`src/rtl/ps2_rx_teclado.sv`:
```
// PS/2 keyboard receiver: deserializes device-to-host frames and delivers
// make codes as key_code plus a one-cycle en_codigo strobe; break sequences are swallowed.
module ps2_rx_teclado #(
   parameter int N       = 8,
   parameter int FILT    = 8,
   parameter int TIMEOUT = 200000
) (
   input  logic         clk,
   input  logic         rst,
   input  logic         ps2_clk,
   input  logic         ps2_data,
   output logic [N-1:0] key_code,
   output logic         en_codigo,
   output logic         ext,
   output logic         err_frame
);

   localparam int FW = $clog2(FILT + 1);
   localparam int BW = (N > 1) ? $clog2(N) : 1;
   localparam logic [17:0]   TMO_LAST = 18'(TIMEOUT - 1);
   localparam logic [BW-1:0] BIT_LAST = BW'(N - 1);
   localparam logic [N-1:0]  CODE_BRK = N'(8'hF0);
   localparam logic [N-1:0]  CODE_EXT = N'(8'hE0);

   typedef enum logic [1:0] {IDLE, DATA, PARITY, STOP} state_t;

   logic          clk_s1, clk_s2, dat_s1, dat_s2;
   logic          clk_f, clk_f_q;
   logic [FW-1:0] flt_cnt;
   logic          fall;

   state_t        state, state_n;
   logic [BW-1:0] bit_cnt, bit_cnt_n;
   logic [N-1:0]  shreg, shreg_n;
   logic          par_ok, par_ok_n;
   logic          brk, brk_n;
   logic          e0, e0_n;
   logic [17:0]   tmo, tmo_n;
   logic [N-1:0]  key_n;
   logic          ext_n, en_n, err_n;

   // NOTE: reset is synchronous, so every register is reset inside its clocked block.
   always_ff @(posedge clk) begin
      if (rst) begin
         clk_s1 <= 1'b1;
         clk_s2 <= 1'b1;
         dat_s1 <= 1'b1;
         dat_s2 <= 1'b1;
      end else begin
         clk_s1 <= ps2_clk;
         clk_s2 <= clk_s1;
         dat_s1 <= ps2_data;
         dat_s2 <= dat_s1;
      end
   end

   // The filtered clock only flips after FILT consecutive samples disagree with it.
   always_ff @(posedge clk) begin
      if (rst) begin
         clk_f   <= 1'b1;
         clk_f_q <= 1'b1;
         flt_cnt <= '0;
      end else begin
         clk_f_q <= clk_f;
         if (clk_s2 == clk_f) begin
            flt_cnt <= '0;
         end else if (flt_cnt == FW'(FILT - 1)) begin
            clk_f   <= clk_s2;
            flt_cnt <= '0;
         end else begin
            flt_cnt <= flt_cnt + 1'b1;
         end
      end
   end

   assign fall = clk_f_q & ~clk_f;

   // NOTE: every always_comb output gets a default first so no latch is inferred.
   always_comb begin
      state_n   = state;
      bit_cnt_n = bit_cnt;
      shreg_n   = shreg;
      par_ok_n  = par_ok;
      brk_n     = brk;
      e0_n      = e0;
      tmo_n     = (state == IDLE) ? 18'd0 : tmo + 18'd1;
      key_n     = key_code;
      ext_n     = ext;
      en_n      = 1'b0;
      err_n     = 1'b0;

      if (fall) begin
         tmo_n = 18'd0;
         case (state)
            IDLE: begin
               if (!dat_s2) begin
                  state_n   = DATA;
                  bit_cnt_n = '0;
               end
            end
            DATA: begin
               shreg_n   = {dat_s2, shreg[N-1:1]};
               bit_cnt_n = bit_cnt + 1'b1;
               if (bit_cnt == BIT_LAST) state_n = PARITY;
            end
            PARITY: begin
               par_ok_n = ^{shreg, dat_s2};
               state_n  = STOP;
            end
            STOP: begin
               state_n = IDLE;
               if (dat_s2 && par_ok) begin
                  if (shreg == CODE_BRK) begin
                     brk_n = 1'b1;
                  end else if (shreg == CODE_EXT) begin
                     e0_n = 1'b1;
                  end else if (brk) begin
                     brk_n = 1'b0;
                     e0_n  = 1'b0;
                  end else begin
                     key_n = shreg;
                     ext_n = e0;
                     en_n  = 1'b1;
                     e0_n  = 1'b0;
                  end
               end else begin
                  err_n = 1'b1;
               end
            end
            default: state_n = IDLE;
         endcase
      end else if (state != IDLE && tmo == TMO_LAST) begin
         // Abandon a stalled frame; break/E0 flags survive.
         state_n = IDLE;
         tmo_n   = 18'd0;
         err_n   = 1'b1;
      end
   end

   // NOTE: sequential state uses non-blocking assignments only.
   always_ff @(posedge clk) begin
      if (rst) begin
         state     <= IDLE;
         bit_cnt   <= '0;
         shreg     <= '0;
         par_ok    <= 1'b0;
         brk       <= 1'b0;
         e0        <= 1'b0;
         tmo       <= 18'd0;
         key_code  <= '0;
         ext       <= 1'b0;
         en_codigo <= 1'b0;
         err_frame <= 1'b0;
      end else begin
         state     <= state_n;
         bit_cnt   <= bit_cnt_n;
         shreg     <= shreg_n;
         par_ok    <= par_ok_n;
         brk       <= brk_n;
         e0        <= e0_n;
         tmo       <= tmo_n;
         key_code  <= key_n;
         ext       <= ext_n;
         en_codigo <= en_n;
         err_frame <= err_n;
      end
   end

endmodule

```
`config.mk`:
```
export PLATFORM = sky130hd
export DESIGN_NAME = ps2_rx_teclado
export DESIGN_NICKNAME = d
export VERILOG_FILES = /design/src/rtl/ps2_rx_teclado.sv
export SDC_FILE = /design/constraint.sdc
export NUM_CORES = 1
export LEC_CHECK = 0
export ABC_AREA = 1
export CAP_MARGIN = 20
export CORE_ASPECT_RATIO = 0.75
export CORE_UTILIZATION = 54
export CTS_CLUSTER_SIZE = 8
export DETAILED_ROUTE_END_ITERATION = 10
export PLACE_DENSITY = 0.75
export SYNTH_ARGS = -nofsm -noshare
export SYNTH_HDL_FRONTEND = slang
export SYNTH_SLANG_ARGS = --single-unit
```
`constraint.sdc`:
```
create_clock -name clk -period 3.2 [get_ports clk]
set_input_delay 0.48 -clock clk [delete_from_list [all_inputs] [get_ports clk]]
set_output_delay 0.48 -clock clk [all_outputs]
set_load 0.01 [all_outputs]
```
### Yosys cells after proc, flatten, opt, wreduce, memory -nomap -nowiden

Index checks and enable logic that the tools add are counted.

| cells by class | value |
|---|---|
| add/sub/neg operators | 3 |
| eq/ne operators | 13 |
| multiplexer cells | 15 |
| bitwise gates (word level) | 9 |
| reductions and logical operators | 18 |

Operators with widths:

| cell | number |
|---|---|
| $add A18 B1 Y18 const B | 1 |
| $eq A18 B18 Y1 const B | 1 |
| $eq A8 B8 Y1 const B | 2 |
| $reduce_xor A9 Y1 | 1 |
| $mux W1 | 8 |
| $mux W2 | 4 |
| $not A1 Y1 | 8 |
| $pmux W2 S4 | 1 |
| $reduce_and A4 Y1 | 2 |
| $ne A3 B3 Y1 const B | 2 |
| $pmux W3 S2 | 1 |
| $reduce_and A2 Y1 | 3 |
| $reduce_and A3 Y1 | 2 |
| $reduce_and A6 Y1 | 1 |
| $reduce_bool A2 Y1 | 3 |
| $reduce_or A6 Y1 | 1 |
| $add A4 B1 Y4 const B | 1 |
| $eq A2 B2 Y1 const B | 2 |
| $eq A4 B3 Y1 const B | 1 |
| $ne A2 B2 Y1 const B | 2 |
| $reduce_or A4 Y1 | 1 |
| $add A3 B1 Y3 const B | 1 |
| $eq A3 B3 Y1 const B | 1 |
| $mux W3 | 1 |
| 6 further kinds | 7 |

| word-level totals | value |
|---|---|
| register bits after elaboration | 55 |
| bits of input ports | 4 |
| output and inout bits | 11 |
| word-level logic and storage cells | 76 |

### Longest topological paths before layout

Gate-level depths: netlist (run 1).

| logic depth | value |
|---|---|
| word-level depth | 4 |
| gate-level depth with buffers | 11 |
| gate-level depth less buffers | 11 |

### Worst setup path after synthesis (run 1)

OpenSTA, ideal clock, no wires.

| timing | value |
|---|---|
| path kind | reg2reg |
| from | register tmo[0] |
| to | register tmo[16] |
| library setup time | 115 ps |
| data arrival time | 1267 ps |
| required time | 3085 ps |
| slack | 1819 ps |
| cell stages (with the launch flop) | 7 |
| path buffers | 0 |
| clock period less this slack | 1381 ps |
| path through | dfxtp_1 ha_1 nand3_2 nor3_4 nand4_1 xor2_1 nor2_2 |

| between the ends | value |
|---|---|
| longest elaborated chain between the ends | 3 |
| elaborated cells between the ends (all ways) | 4 |
| those cells by class | add/sub: 1; eq/ne: 1; reduce/logical: 2 |

RTL lines:

| element | RTL line | RTL |
|---|---|---|
| start: declaration | 38 | `logic [17:0] tmo, tmo_n;` |
| start signal: assignment | 161 | `tmo <= tmo_n;` |
| branches (longest 3 deep; another with $add A18 B1 Y18) | -- |  |

Several ways; the timed one is not identified.
A chain may end at the register's enable or synchronous reset.

### Worst setup path in the final report (run 1)

| timing | value |
|---|---|
| from | register key_code[7] |
| to | output port key_code[7] |

RTL lines:

| element | RTL line | RTL |
|---|---|---|
| start: declaration | 12 | `output logic [N-1:0] key_code,` |
| start signal: assignment | 162 | `key_code <= key_n;` |

No word-level cell between the ends.

==> results of run 1 <==
## state kept, by name, summed over array words and instances, names as in the netlist, 2 cells and up
| name | cells |
|---|---|
| bit_cnt | 3 |
| shreg | 8 |
| tmo | 18 |
| key_code | 8 |
| state | 2 |
| flt_cnt | 4 |
## report_power, final
part / switching, mW / total [mW] / leakage (nW) / internal [mW]
clock network: 0.235 / 0.412 / 0.0474 / 0.177
logic: 0.0126 / 0.0227 / 0.593 / 0.0101
registers: 0.00167 / 0.688 / 0.444 / 0.687
total: 0.249 / 1.12 / 1.08 / 0.874
## through the flow
stage	instance area (µm²)	hold WS, ns	utilization, %	cells
3_3_place_gp	2750	0.394	60.8	407
4_1_cts	2850	0.418	63.0	415
6_report	2850	0.416	63.0	415
2_1_floorplan	2560	0.389	-	340
3_5_place_dp	2750	0.394	60.8	407
5_1_grt	2850	0.437	63.0	415
## how the worst max path moves through the flow
stage | from | end | slack (ns)
after CTS | tmo[0]$_SDFF_PP0_ | tmo[9]$_SDFF_PP0_ | 1.50
after floorplan | tmo[0]$_SDFF_PP0_ | tmo[16]$_SDFF_PP0_ | 1.82
final | key_code[7]$_SDFFE_PP0P_ | key_code[7] | 1.51
after detailed placement | rst | tmo[9]$_SDFF_PP0_ | 1.33
after global placement | rst | tmo[3]$_SDFF_PP0_ | 1.35
after global routing | tmo[0]$_SDFF_PP0_ | tmo[3]$_SDFF_PP0_ | 1.39
## cell type report
type | count | area [µm²]
Tap cell | 57 | 71.3
Clock buffer | 6 | 82.6
Inverter | 51 | 191
Timing Repair Buffer | 16 | 155
Sequential cell | 55 | 1100
Fill cell | 393 | 1670
Clock inverter | 2 | 16.3
Multi-Input combinational cell | 228 | 1230
## cell families after synthesis
group / synth area share (%)
simple gates: 30.9
xor+xnor: 2.74
fa+ha+maj: 3.91
compound gates: 10.4
flops: 43.0
buf+inv: 8.99
## cells in the final DEF (no fill, tap or decap), types with 2 or more instances in the layout
cell and count:
nor2_2 3, nand3_2 4, clkbuf_8 6, dfxtp_1 55
or2_2 4, inv_1 51, nand3_1 14, buf_4 2
xnor2_1 3, ha_1 8, nor3_1 9, nor3_2 4
nand4_1 7, o21ai_0 17, nor2_1 29, nand2_2 2
nor3b_2 2, nor3b_1 3, nand2_1 74, xor2_1 5
clkdlybuf4s50_1 14, a21oi_1 31, nor2_4 2
## layer usage
metal | global-route usage [%] | routed length, µm | part of all wire [%] | up-vias
met4 | 9.18 | 76 | 1.6 | 0
met5 | 0 | 0 | 0 | -
li1 | - | - | - | 1121
met1 | 29.9 | 2480 | 53 | 928
met2 | 28.8 | 1900 | 40 | 53
met3 | 4.44 | 258 | 5.5 | 9
==> impl_metrics.tcl, run 1 <==
set metrics [dict create \
    status "finished, final reports clean" \
    irDropWorstVdd_mv 0.221 \
    p_leak_nw 1.08 \
    holdPathStages 1 \
    fin_skew_ns 0.00813 \
    post-route-drc-count 0 \
    synthCells 340 \
    rsz0062_at_grt "no" \
    grt_max_degree 21 \
    min_to "clk_s2$_SDFF_PP1_" \
    synth-main-ff-cell "dfxtp_1" \
    synth_most_common_cell "nand2_1" \
    maxSlewViolCount 0 \
    ys_top_cells_by_count "nand2_1, dfxtp_1, inv_1" \
    clockBufferDepth 2 \
    fp.dieH_um 61.6 \
    ys_seq_area_share_pct 43.0 \
    yosysWarnings 0 \
    critPathBufInv 1 \
    synth_top_area_share_pct 43.0 \
    min_from "clk_s1$_SDFF_PP1_" \
    reg2reg_from "tmo[0]$_SDFF_PP0_" \
    wl_per_cell_um 11.4 \
    synth_area_per_cell_um2 7.53 \
    post_cts_buffers 0 \
    worst_slew_pin_slew_ns 0.406 \
    start_util_pct 56.6 \
    synth_seq_cells 55 \
    hold_class "flip-flop to flip-flop" \
    dr.pass1.iters 4 \
    die-area_um2 5020 \
    critical_path_class "flip-flop to output pin" \
    arrival_ns 1.21 \
    p_per_area_nw_per_um2 394 \
    grt_pass1_wl_um 7650 \
    finalHoldViolations 0 \
    endpoint_kind "output pin" \
    crit_family "buffers and inverters" \
    clockRootBuffer "clkbuf_8" \
    crit_cells 1 \
    yosys.cell_types.count 30 \
    fin_ws_ns 1.51 \
    cts_buffers 5 \
    cts_resized 0 \
    critPathMaxStageDelay_ns 0.54 \
    syn_area_um2 2560 \
    clock_latency_ns 0.32 \
    setup-tns-final_ns 0 \
    hold_buffers 0 \
    overflow 0 \
    rr_endpoint "tmo[9]$_SDFF_PP0_" \
    layout.nets 369 \
    die_w_um 81.5 \
    yosysTopAreaCell "dfxtp_1" \
    wirelength_um 4720 \
    area_delta_synth_final_pct 11.2 \
    setup_viol 0 \
    io_pins 15 \
    total_power_mw 1.12 \
    cts.clk_slew.worst_paths_ns 0.10 \
    async_reset_ff_share_pct 0 \
    fmax_mhz 592 \
    tritoncts "built" \
    period_share_pct 52.8 \
    maxCapViolCount 0 \
    vias_per_cell 5.09 \
    hpwl_um 3440 \
    synthTopCellsByArea "dfxtp_1, nand2_1, inv_1" \
    drive_gt1_share_pct 9.22 \
    drtIter0Drc 177 \
    fin_crit_ns 1.69 \
    grt_pass1_vias 1696 \
    cp_slowest_cell "clkdlybuf4s50_1" \
    portBuffers 14 \
    final_antenna_net_count 0 \
    critical_path.max_fanout 2 \
    via_count 2111 \
    cp-start-kind "flip-flop" \
    core_area_um2 4520 \
    place.gp.congestion 0.867 \
    htree_levels 2 \
    grt_antenna_before_repair 0 \
    synth-edff-count 0 \
    grt_usage_pct 20.5 \
    cts_num_sinks 55 \
    dpl_worst_slack_ns 1.33 \
    required_ns 2.72 \
    antenna_cells 0 \
    r2r_slack_ns 1.51 \
    crit_chain "clkdlybuf4s50_1" \
    rows 21 \
    rr_worst_depth 6 \
    relSlewSlack_pct 72.8 \
    syn_nets 352 \
]
Note: power is estimated with default switching activity, not from simulation.
==> inputs of run 2 (changes only) <==
Settings changed: CORE_UTILIZATION 54 to 53, PLACE_DENSITY 0.75 to 0.77.
Clock period 3.2 ns to 1.4 ns, I/O delays scaled along.
==> run 2 against run 1 <==
Clock skew is essentially flat; wire length rose by 22%; setup slack got worse by 1.5 ns; clock-buffer cell count unchanged; sequential power grew 130%; worst hold slack improved by 0.013 ns; non-clock buffer count is 26 higher; critical path type is now flip-flop to flip-flop; largest cell class unchanged.
==> impl_metrics.tcl, run 2 (synthesis gave the netlist of run 1 again) <==
set metrics [dict create \
    critPathMaxStageDelay_ns 0.33 \
    grt_max_degree 21 \
    crit_family "simple AND/OR/NAND/NOR gates" \
    period_share_pct 97.8 \
    grt_pass1_wl_um 9060 \
    top_register "tmo" \
    arrival_ns 1.62 \
    dpl_worst_slack_ns -0.0987 \
    io_pins 15 \
    relSlewSlack_pct 81.1 \
    fin_skew_ns 0.00821 \
    critical_path.max_fanout 5 \
    post-route-drc-count 0 \
    cts_buffers 5 \
    die-area_um2 5120 \
    clock_latency_ns 0.30 \
    setup_viol 0 \
    tritoncts "built" \
    drive_gt1_share_pct 21.3 \
    layout_commonest_cell "nand2_1" \
    hold_class "flip-flop to flip-flop" \
    wirelength_um 5760 \
    cp_slowest_cell "dfxtp_2" \
    finalHoldViolations 0 \
    cp-start-kind "flip-flop" \
    rows 21 \
    clockBufferDepth 2 \
    core_area_um2 4550 \
    clockRootBuffer "clkbuf_8" \
    via_count 2331 \
    mostFrequentLayoutCells "nand2_1, inv_1, dfxtp_1, a21oi_1" \
    holdPathStages 1 \
    overflow 0 \
    maxSlewViolCount 0 \
    layoutNonFillerInstCount 442 \
    endpoint_kind "flip-flop" \
    status "finished, final reports clean" \
    portBuffers 14 \
    irDropWorstVdd_mv 0.530 \
    place.gp.congestion 0.927 \
    rr_worst_depth 7 \
    layout.nets 397 \
    placed_cell_area_um2 2920 \
    start_util_pct 56.3 \
    grt_usage_pct 23.0 \
    area_delta_synth_final_pct 25.8 \
    die_w_um 82.3 \
    critPathBufInv 2 \
    setup-tns-final_ns 0 \
    rsz0062_at_grt "yes" \
    vias_per_cell 5.27 \
    hpwl_um 3850 \
    fp.dieH_um 62.2 \
    cts_num_sinks 55 \
    cts.clk_slew.worst_paths_ns 0.10 \
    utilization_pct 70.9 \
    finish.instance_area_um2 3220 \
    largest_reg_flops 18 \
    grt_pass1_vias 2098 \
    dr.pass1.iters 4 \
    final_antenna_net_count 0 \
    p_leak_nw 1.45 \
    maxCapViolCount 0 \
    critical_path_class "flip-flop to flip-flop" \
    p_per_area_nw_per_um2 782 \
    crit_chain "inv_1 -> nor2_4 -> nand2_2 -> nor2_4 -> nand3_4 -> buf_4 -> a21oi_1" \
    fin_ws_ns 0.0307 \
    fmax_mhz 730 \
    grt_antenna_before_repair 0 \
    wl_per_cell_um 13.0 \
    worst_slew_pin_slew_ns 0.283 \
    hold_buffers 0 \
    antenna_cells 0 \
    largestRegisters "tmo (18), key_code (8), shreg (8)" \
    drtIter0Drc 171 \
    timing.critical_path.mode_cell "nor2_4" \
    htree_levels 2 \
    fin_crit_ns 1.37 \
    fill_cells 338 \
    required_ns 1.65 \
    dp_cells 426 \
    crit_cells 7 \
]
-- run 2: power breakdown --
group / internal [mW] / leakage, nW / switching (mW) / total (mW)
Clock: 0.390 / 0.0470 / 0.492 / 0.882
Sequential: 1.57 / 0.447 / 0.00349 / 1.57
Combinational: 0.0299 / 0.953 / 0.0345 / 0.0645
Total: 1.99 / 1.45 / 0.530 / 2.52
-- run 2: layer usage --
metal | vias to the layer above | part of all wire (%) | track usage [%]
li1 | 1177 | - | -
met1 | 1071 | 45 | 31.6
met2 | 71 | 46 | 34.8
met3 | 12 | 7.2 | 5.59
met4 | 0 | 1.9 | 8.11
met5 | - | 0 | 0
-- run 2: what timing repair did --
item	in CTS	in global routing
setup endpoints to repair	8	31
pin swaps	7	15
setup buffers	2	5
resized for setup	8	43
cloned	0	2
-- run 2: worst paths after layout --
path | startpoint | to | slack [ns]
max | clk_f_q$_SDFF_PP1_ | key_code[0]$_SDFFE_PP0P_ | 0.03
min | clk_s1$_SDFF_PP1_ | clk_s2$_SDFF_PP1_ | 0.43
max reg2reg | clk_f_q$_SDFF_PP1_ | key_code[0]$_SDFFE_PP0P_ | 0.03
min reg2reg | clk_s1$_SDFF_PP1_ | clk_s2$_SDFF_PP1_ | 0.43
-- run 2: worst register-to-register path: stages (launching register included) --
cell and delay, ns:
dfxtp_2 0.33, inv_1 0.06, nor2_4 0.15, nand2_2 0.08, nor2_4 0.24, nand3_4 0.16, buf_4 0.18, a21oi_1 0.12
-- run 2: final cells by class --
cell class,instances,area [µm²],share of cell area [%]
multi-input cells,230,1360,42.2
flip-flops and latches,55,1110,34.5
repair buffers,42,403,12.5
inverters,51,191,5.94
clock buffers,6,82.6,2.56
well taps,57,71.3,2.21
clock inverters,1,5.00,0.155
-- run 2: through the flow --
step / total power, mW / hold WS [ns]
finish: 2.52 / 0.429
global route: 2.61 / 0.443
floorplan: 1.64 / 0.314
CTS: 2.54 / 0.433
detailed placement: 1.67 / 0.411
global placement: 1.67 / 0.392
==> inputs of run 3 (changes only) <==
Settings changed: CAP_MARGIN 20 to 15, CORE_ASPECT_RATIO 0.75 to 0.8.
==> run 3 against run 2 <==
Worst hold slack worse by 0.012 ns; fmax rose by 1.2%; global-route usage down 2.3 points; clock power up 4.3%; first-iteration DRC count stayed put; total power rose by 0.95%; clock skew is 0.00090 ns higher; wire length decreased by 10%; combinational power shrank 17%; utilization decreased by 3.7 points; setup slack improved by 0.016 ns; critical path depth down 6; critical path type is now flip-flop to output pin; largest power group unchanged; highest routed layer unchanged.
==> impl_metrics.tcl, run 3 (synthesis gave the netlist of run 1 again) <==
set metrics [dict create \
    status "finished, final reports clean" \
    fp.dieH_um 64.2 \
    rr_worst_depth 7 \
    p_per_area_nw_per_um2 819 \
    grt_max_degree 20 \
    mostFrequentLayoutCells "nand2_1, inv_1, dfxtp_1, a21oi_1, nor2_1" \
    p_leak_nw 1.32 \
    rsz0062_at_grt "yes" \
    die-area_um2 5110 \
    rr_endpoint "tmo[13]$_SDFF_PP0_" \
    rows 22 \
    fin_skew_ns 0.00911 \
    fin_crit_ns 1.35 \
    largestRegisters "tmo (18), key_code (8), shreg (8)" \
    post-route-drc-count 0 \
    maxSlewViolCount 0 \
    combPwrFrac_pct 2.1 \
    placed_cell_area_um2 2860 \
    fmax_mhz 739 \
    largest_reg_flops 18 \
    crit_family "buffers and inverters" \
    portBuffers 14 \
    r2r_slack_ns 0.05 \
    dr.pass1.iters 4 \
    switching_share_pct 21.6 \
    period_share_pct 96.7 \
    setup_viol 0 \
    critical_path_class "flip-flop to output pin" \
    wirelength_um 5180 \
    cp-start-kind "flip-flop" \
    start_util_pct 55.4 \
    power.internal_mw 1.99 \
    arrival_ns 1.14 \
    place.gp.congestion 0.866 \
    cp_slowest_cell "clkdlybuf4s50_1" \
    finish.instance_area_um2 3110 \
    setup-tns-final_ns 0 \
    clockPowerShare_pct 36.2 \
    grt_usage_pct 20.7 \
    io_pins 15 \
    total_power_mw 2.54 \
    p_seq_share_pct 61.7 \
    hold_class "flip-flop to flip-flop" \
    dp_cells 423 \
    top_register "tmo" \
    hold_buffers 0 \
    finalHoldViolations 0 \
    dpl_worst_slack_ns 0.00243 \
    grt_pass1_wl_um 8360 \
    grt_antenna_before_repair 0 \
    drtIter0Drc 171 \
    critPathBufInv 1 \
    crit_chain "clkdlybuf4s50_1" \
    endpoint "en_codigo" \
    p_switching_mw 0.549 \
    irDropWorstVdd_mv 0.648 \
    cts_num_sinks 55 \
    tritoncts "built" \
    fin_hold_ws_ns 0.417 \
    cts.clk_slew.worst_paths_ns 0.10 \
    utilization_pct 67.2 \
    fin_ws_ns 0.0467 \
    layoutNonFillerInstCount 437 \
    via_count 2197 \
    critical_path.max_fanout 1 \
    antenna_cells 0 \
    reg2reg_from "tmo[0]$_SDFF_PP0_" \
    worst_slew_pin_slew_ns 0.227 \
    layout_commonest_cell "nand2_1" \
    drive_gt1_share_pct 19.1 \
    wl_per_cell_um 11.8 \
    hpwl_um 3600 \
    required_ns 1.19 \
    critPathMaxStageDelay_ns 0.52 \
    endpoint_kind "output pin" \
    core_area_um2 4620 \
    grt_pass1_vias 1960 \
    vias_per_cell 5.03 \
    htree_levels 2 \
    area_delta_synth_final_pct 21.3 \
    clockBufferDepth 2 \
    relSlewSlack_pct 84.7 \
    clockRootBuffer "clkbuf_8" \
    cts_buffers 5 \
    layout.nets 388 \
    overflow 0 \
    clock_latency_ns 0.31 \
    crit_cells 1 \
    die_w_um 79.7 \
    cp-startpoint "en_codigo$_SDFF_PP0_" \
    final_antenna_net_count 0 \
    maxCapViolCount 0 \
]
[run 3: cell count changes in the layout (fill, tap and decap cells not counted), sizes merged]
cell	delta
nand3	-1
clkdlybuf4s50	+1
buf	-8
dlymetal6s2s	-5
dlygate4sd2	+4
clkinvlp	+1
[run 3: worst min-delay path by stage]
stage          cells past startpoint         startpoint           endpoint
2_1_floorplan                      1            ps2_clk  clk_s1$_SDFF_PP1_
3_3_place_gp                       1  dat_s1$_SDFF_PP1_  dat_s2$_SDFF_PP1_
3_5_place_dp                       1  clk_s1$_SDFF_PP1_  clk_s2$_SDFF_PP1_
4_1_cts                            1  clk_s1$_SDFF_PP1_  clk_s2$_SDFF_PP1_
5_1_grt                            1  clk_s1$_SDFF_PP1_  clk_s2$_SDFF_PP1_
6_report                           1  clk_s1$_SDFF_PP1_  clk_s2$_SDFF_PP1_
[run 3: cell type report]
cell class	count	area, µm²
Clock buffer	6	82.6
Clock inverter	2	16.3
Fill cell	374	1520
Inverter	51	191
Multi-Input combinational cell	229	1310
Sequential cell	55	1120
Tap cell	60	75.1
Timing Repair Buffer	34	313
[run 3: metal layers]
metal  global-route usage (%)  vias up  wire length (µm)
met3                     4.71        4               200
met2                     34.2       44              2400
li1                         -     1162                 -
met5                        0        -                 0
met1                     27.3      987              2550
met4                     4.77        0                29
[run 3: what timing repair did]
action                     CTS  global route
pin swaps                    0            10
resized for setup            8            32
buffers inserted             0             5
setup endpoints to repair   12            39
cloned                       0             1
[run 3: power by group through the flow]
stage	Combinational, mW	Clock (mW)	Sequential (mW)
after floorplan	0.0326	0	1.61
after global placement	0.0517	0	1.61
after detailed placement	0.0524	0	1.61
after CTS	0.0526	0.932	1.57
after global routing	0.0597	1.01	1.57
final	0.0537	0.920	1.57
